===== src/rtl/loom_scan_controller.sv =====
// Command-driven scan-chain controller: CAPTURE shifts the chain into a parallel register, RESTORE shifts it back out.
// Optional build macro LOOM_SCAN_RECIRC_EN feeds scan_out back into scan_in during CAPTURE, so capture does not destroy chain state.
module loom_scan_controller #(
  parameter int DataWidth  = 64,
  parameter int CountWidth = 16
) (
  input  logic                  clk_i,
  input  logic                  rst_ni,
  input  logic                  cmd_valid_i,
  input  logic [2:0]            cmd_i,
  input  logic [CountWidth-1:0] shift_count_i,
  input  logic [DataWidth-1:0]  shift_data_i,
  output logic [DataWidth-1:0]  shift_data_o,
  output logic                  busy_o,
  output logic                  done_o,
  output logic                  scan_enable_o,
  output logic                  scan_in_o,
  input  logic                  scan_out_i
);

  localparam logic [1:0] StIdle  = 2'd0;
  localparam logic [1:0] StShift = 2'd1;
  localparam logic [1:0] StDone  = 2'd2;

  localparam logic [2:0] CmdCapture = 3'd1;
  localparam logic [2:0] CmdRestore = 3'd2;

  logic [1:0]            state_q, state_d;
  logic                  restore_q, restore_d;
  logic [CountWidth-1:0] count_q, count_d;
  logic [DataWidth-1:0]  data_q, data_d;
  logic                  busy_q, busy_d;
  logic                  done_q, done_d;
  logic                  scan_en_q, scan_en_d;
  logic                  scan_in_q, scan_in_d;

  always_comb begin
    state_d   = state_q;
    restore_d = restore_q;
    count_d   = count_q;
    data_d    = data_q;

    case (state_q)
      StIdle: begin
        if (cmd_valid_i && (cmd_i == CmdCapture || cmd_i == CmdRestore)) begin
          restore_d = (cmd_i == CmdRestore);
          count_d   = shift_count_i;
          data_d    = (cmd_i == CmdRestore) ? shift_data_i : '0;
          state_d   = (shift_count_i == '0) ? StDone : StShift;
        end
      end
      StShift: begin
        // Each edge spent here is exactly one chain shift on the DUT side.
        count_d = count_q - CountWidth'(1);
        data_d  = restore_q ? {data_q[DataWidth-2:0], 1'b0}
                            : {data_q[DataWidth-2:0], scan_out_i};
        if (count_q == CountWidth'(1)) begin
          state_d = StDone;
        end
      end
      StDone: begin
        state_d = StIdle;
      end
      default: begin
        state_d = StIdle;
      end
    endcase

    // Outputs are registered from the next state so they line up with the shift cycles.
    busy_d    = (state_d == StShift);
    scan_en_d = (state_d == StShift);
    done_d    = (state_d == StDone);
    scan_in_d = (state_d == StShift) && restore_d && data_d[DataWidth-1];
  end

  always_ff @(posedge clk_i or negedge rst_ni) begin
    if (!rst_ni) begin
      state_q   <= StIdle;
      restore_q <= 1'b0;
      count_q   <= '0;
      data_q    <= '0;
      busy_q    <= 1'b0;
      done_q    <= 1'b0;
      scan_en_q <= 1'b0;
      scan_in_q <= 1'b0;
    end else begin
      state_q   <= state_d;
      restore_q <= restore_d;
      count_q   <= count_d;
      data_q    <= data_d;
      busy_q    <= busy_d;
      done_q    <= done_d;
      scan_en_q <= scan_en_d;
      scan_in_q <= scan_in_d;
    end
  end

  assign shift_data_o  = data_q;
  assign busy_o        = busy_q;
  assign done_o        = done_q;
  assign scan_enable_o = scan_en_q;

`ifdef LOOM_SCAN_RECIRC_EN
  // Tail feeds head during CAPTURE so a full-length capture rotates the chain back to its start.
  assign scan_in_o = (state_q == StShift && !restore_q) ? scan_out_i : scan_in_q;
`else
  assign scan_in_o = scan_in_q;
`endif

endmodule


===== config.mk =====
export PLATFORM = sky130hd
export DESIGN_NAME = loom_scan_controller
export DESIGN_NICKNAME = d
export VERILOG_FILES = /design/src/rtl/loom_scan_controller.sv
export SDC_FILE = /design/constraint.sdc
export NUM_CORES = 1
export LEC_CHECK = 0
export CAP_MARGIN = 20
export CORE_UTILIZATION = 49
export DETAILED_ROUTE_END_ITERATION = 8
export PLACE_DENSITY = 0.86
export SYNTH_ARGS = -nofsm -noshare
export SYNTH_HDL_FRONTEND = slang
export SYNTH_SLANG_ARGS = --single-unit

===== constraint.sdc =====
create_clock -name clk_i -period 3.9 [get_ports clk_i]
set_clock_uncertainty 0.15 [all_clocks]
set_input_delay 0.975 -clock clk_i [delete_from_list [all_inputs] [get_ports clk_i]]
set_output_delay 0.975 -clock clk_i [all_outputs]
set_load 0.005 [all_outputs]

==> flow_summary.yaml <==
placement:
  dpl.hpwl_mm: 8.69
  numPortBuffers: 154
  postPlaceCellArea_mm2: 0.00595
  final_weighted_congestion_in_routability_driven_placement: 0.890
grt:
  grt_pass1_wl_mm: 20.4
  largest_net_degree_at_the_start_of_global_routing: 70
  grt_overflow_total: 0
  grt_util_all_layers_pct: 28.8
  first_global_vias: 4149
  antenna_found_initial: 0
sta:
  rsz0062_at_grt: "false"
  finalHoldWorstSlack_ns: 0.376
  fmax_mhz: 349
  worst-slew-pin-transition_ns: 0.888
  post-route-min-period_ns: 2.86
  final-hold-violation-count: 0
  max_slew_margin_pct: 40.8
  timing.final.setup_violations: 0
  fin_crit_sh_pct: 73.4
  drv_slew: 0
  fin_setup_tns_ns: 0
clock_network:
  worst_setup_hold_path_clk_slew_ns: 0.10
  cts-resized-gates: 0
  worstSkewPairLatency_ns: 0.36
  cts.repair_timing.setup_buffer_count: 0
  cts-root-buf: "clkbuf_8"
  cts_hold_buffers: 0
  cts_sinks: 86
  htreeDepth: 3
  cts_made_buffers: 9
  cts_tree: "built"
  clock_tree.buffer_depth: 2
floorplan:
  dieWidth_um: 96.0
  die_area_mm2: 0.00922
  die_height_um: 96.0
  initial_core_utilization_pct: 51.6
  coreArea_mm2: 0.00838
  ios: 155
  num_rows: 33
outcome:
  outcome: "completed"
setup_path:
  timing.critical_path.buf_inv: 2
  path_delay_family: "simple AND/OR/NAND/NOR gates"
  crit_fanout: 24
  criticalPathCategory: "input pin to flip-flop"
  worstPathArrival_ns: 2.96
  cp-start-kind: "input pin"
  path_cells: "clkdlybuf4s50_1 > nor4b_1 > nand2_2 > buf_4 > a21oi_1 > nor3_1"
  crit_path_max_incr_delay_ns: 0.47
  worst-endpoint-required_ns: 4.00
  timing.critical_path.slowest_stage_cell: "clkdlybuf4s50_1"
  timing.critical_path.to_type: "flip-flop"
pwr:
  power.leakage_nw: 2.49
  power_density_mw_per_mm2: 340
  peakVddDrop_v: 0.000171
synthesis:
  ys_types: 44
  yosysWarnings: 0
  postSynthCellCount: 478
  synth-edff-count: 0
  synth_seq_cells: 86
  yosysSeqAreaShare_pct: 49.7
  post_synth.cell_area_avg_um2: 9.06
  synthesis.nets: 567
  post_synthesis_cell_area_mm2: 0.00433
  synthArstFlopShare_pct: 100
  dominantRegCellSynth: "dfrtp_1"
detailed_routing:
  wire_length_after_detailed_routing_mm: 12.7
  route.detailed.drc: 0
  drt_pass1_iterations: 5
  drt_first_iter_violations: 245
  detail_route.wl_per_cell_um: 17.6
  detail_route.vias_per_cell: 6.00
  vias: 4347
  antenna_left: 0
job:
  max-cap-violations: 0
layout:
  finish.instance_area_mm2: 0.00615
  design.final.nets: 703
  n_antenna_cell: 0
  synthToLayoutAreaGrowth_pct: 42.0
  post_route_cells_drive_above_1_share_pct: 5.33
min_path:
  worst_hold_path_type: "flip-flop to flip-flop"
## worst reg2reg max path: stages (launching register included)
cell and delay (ns):
dfrtp_2 0.71, nor4b_1 0.64, nand2_2 0.43, buf_4 0.38
a21oi_1 0.17, nor3_1 0.07
## cell usage in the layout (no fill, tap or decap), drive strengths merged, types with 3 or more instances in the layout
| master | n |
|---|---|
| nand3 | 8 |
| a222oi | 7 |
| nor3b | 57 |
| clkbuf | 9 |
| o22ai | 6 |
| clkinv | 4 |
| nor3 | 60 |
| a21oi | 58 |
| nand2 | 12 |
| clkdlybuf4s50 | 153 |
| inv | 13 |
| a221o | 3 |
| or4 | 3 |
| o311ai | 4 |
| nor4 | 11 |
| buf | 12 |
| o211ai | 4 |
| a22oi | 3 |
| nor2 | 63 |
| o21ai | 6 |
| and2 | 3 |
| dfrtp | 86 |
| nand2b | 3 |
## kinds of logic (layout without fill, tap and decap cells)
group	after synthesis	in the layout	share of synthesized area, %
flip-flops	86	86	49.7
adder cells (fa/ha/maj)	2	2	0.578
buffers and inverters	52	193	4.83
XOR/XNOR	3	3	0.607
AND/OR/NAND/NOR	233	233	29.5
multiplexers	1	1	0.231
AO/OA/AOI/OAI	101	101	14.6
## synth_stat cells, types with 3 or more instances
master    count  area share, %
o311ai_0      4           0.81
dfrtp_1      86             50
nand3_1       8           0.92
inv_1        12            1.0
a22oi_1       3           0.52
or4_1         3           0.52
nand2_1      12            1.0
o211ai_1      4           0.69
nor3b_1      57            9.9
clkbuf_1     30            2.6
o21ai_0       6           0.69
and2_1        3           0.43
a222oi_1      7            1.6
a221o_1       3           0.69
buf_2         8           0.92
nor4_1       11            1.6
nand2b_1      3           0.43
o22ai_1       6           0.87
nor3_1       60            6.9
nor2_1       63            5.5
a21oi_1      58            6.7
## routing by layer
metal,up-vias,GRT usage (%),part of all wire [%]
li1,2004,-,-
met1,2100,39.4,43
met2,218,45.2,47
met3,25,6.24,8.5
met4,0,10.1,1.8
met5,-,0,0
## stage by stage
step                power [mW]  std cells  util [%]  setup slack (ns)
floorplan                 1.22        478         -              1.52
global placement          1.45        708      71.0             0.797
detailed placement        1.46        708      71.0             0.701
CTS                       2.09        724      73.3              1.06
global route              2.18        724      73.3             0.883
finish                    2.09        724      73.3              1.04
## state kept, by name (all words and copies together), names as in the netlist
| register | count |
|---|---|
| restore_q | 1 |
| shift_data_o | 64 |
| scan_in_o | 1 |
| count_q | 16 |
| state_q | 2 |
| scan_enable_o | 1 |
| done_o | 1 |
## cell type report
cell class / instances / area [µm²]
fill: 633 / 2230
sequential: 86 / 2150
multi-input combinational: 340 / 1990
timing repair buffer: 165 / 1630
tap: 105 / 131
clock buffer: 9 / 124
clock inverter: 7 / 73.8
inverter: 12 / 45.0
## power breakdown
| part | switching [mW] | internal [mW] |
|---|---|---|
| Clock | 0.337 | 0.298 |
| Sequential | 0.106 | 0.977 |
| Combinational | 0.144 | 0.226 |
## path summary, 6_finish.rpt
check | start | endpoint | slack (ns) | cells after the start
min in group asynchronous | rst_ni | count_q[3] | 0.58 | 1
max in group asynchronous | rst_ni | shift_data_o[47] | 2.31 | 2
max | cmd_valid_i | shift_data_o[34] | 1.04 | 6
min | restore_q | restore_q | 0.38 | 1
min reg2reg | restore_q | restore_q | 0.38 | 1
max reg2reg | state_q[1] | shift_data_o[34] | 1.24 | 5
Power figures use the tool's default switching activity.
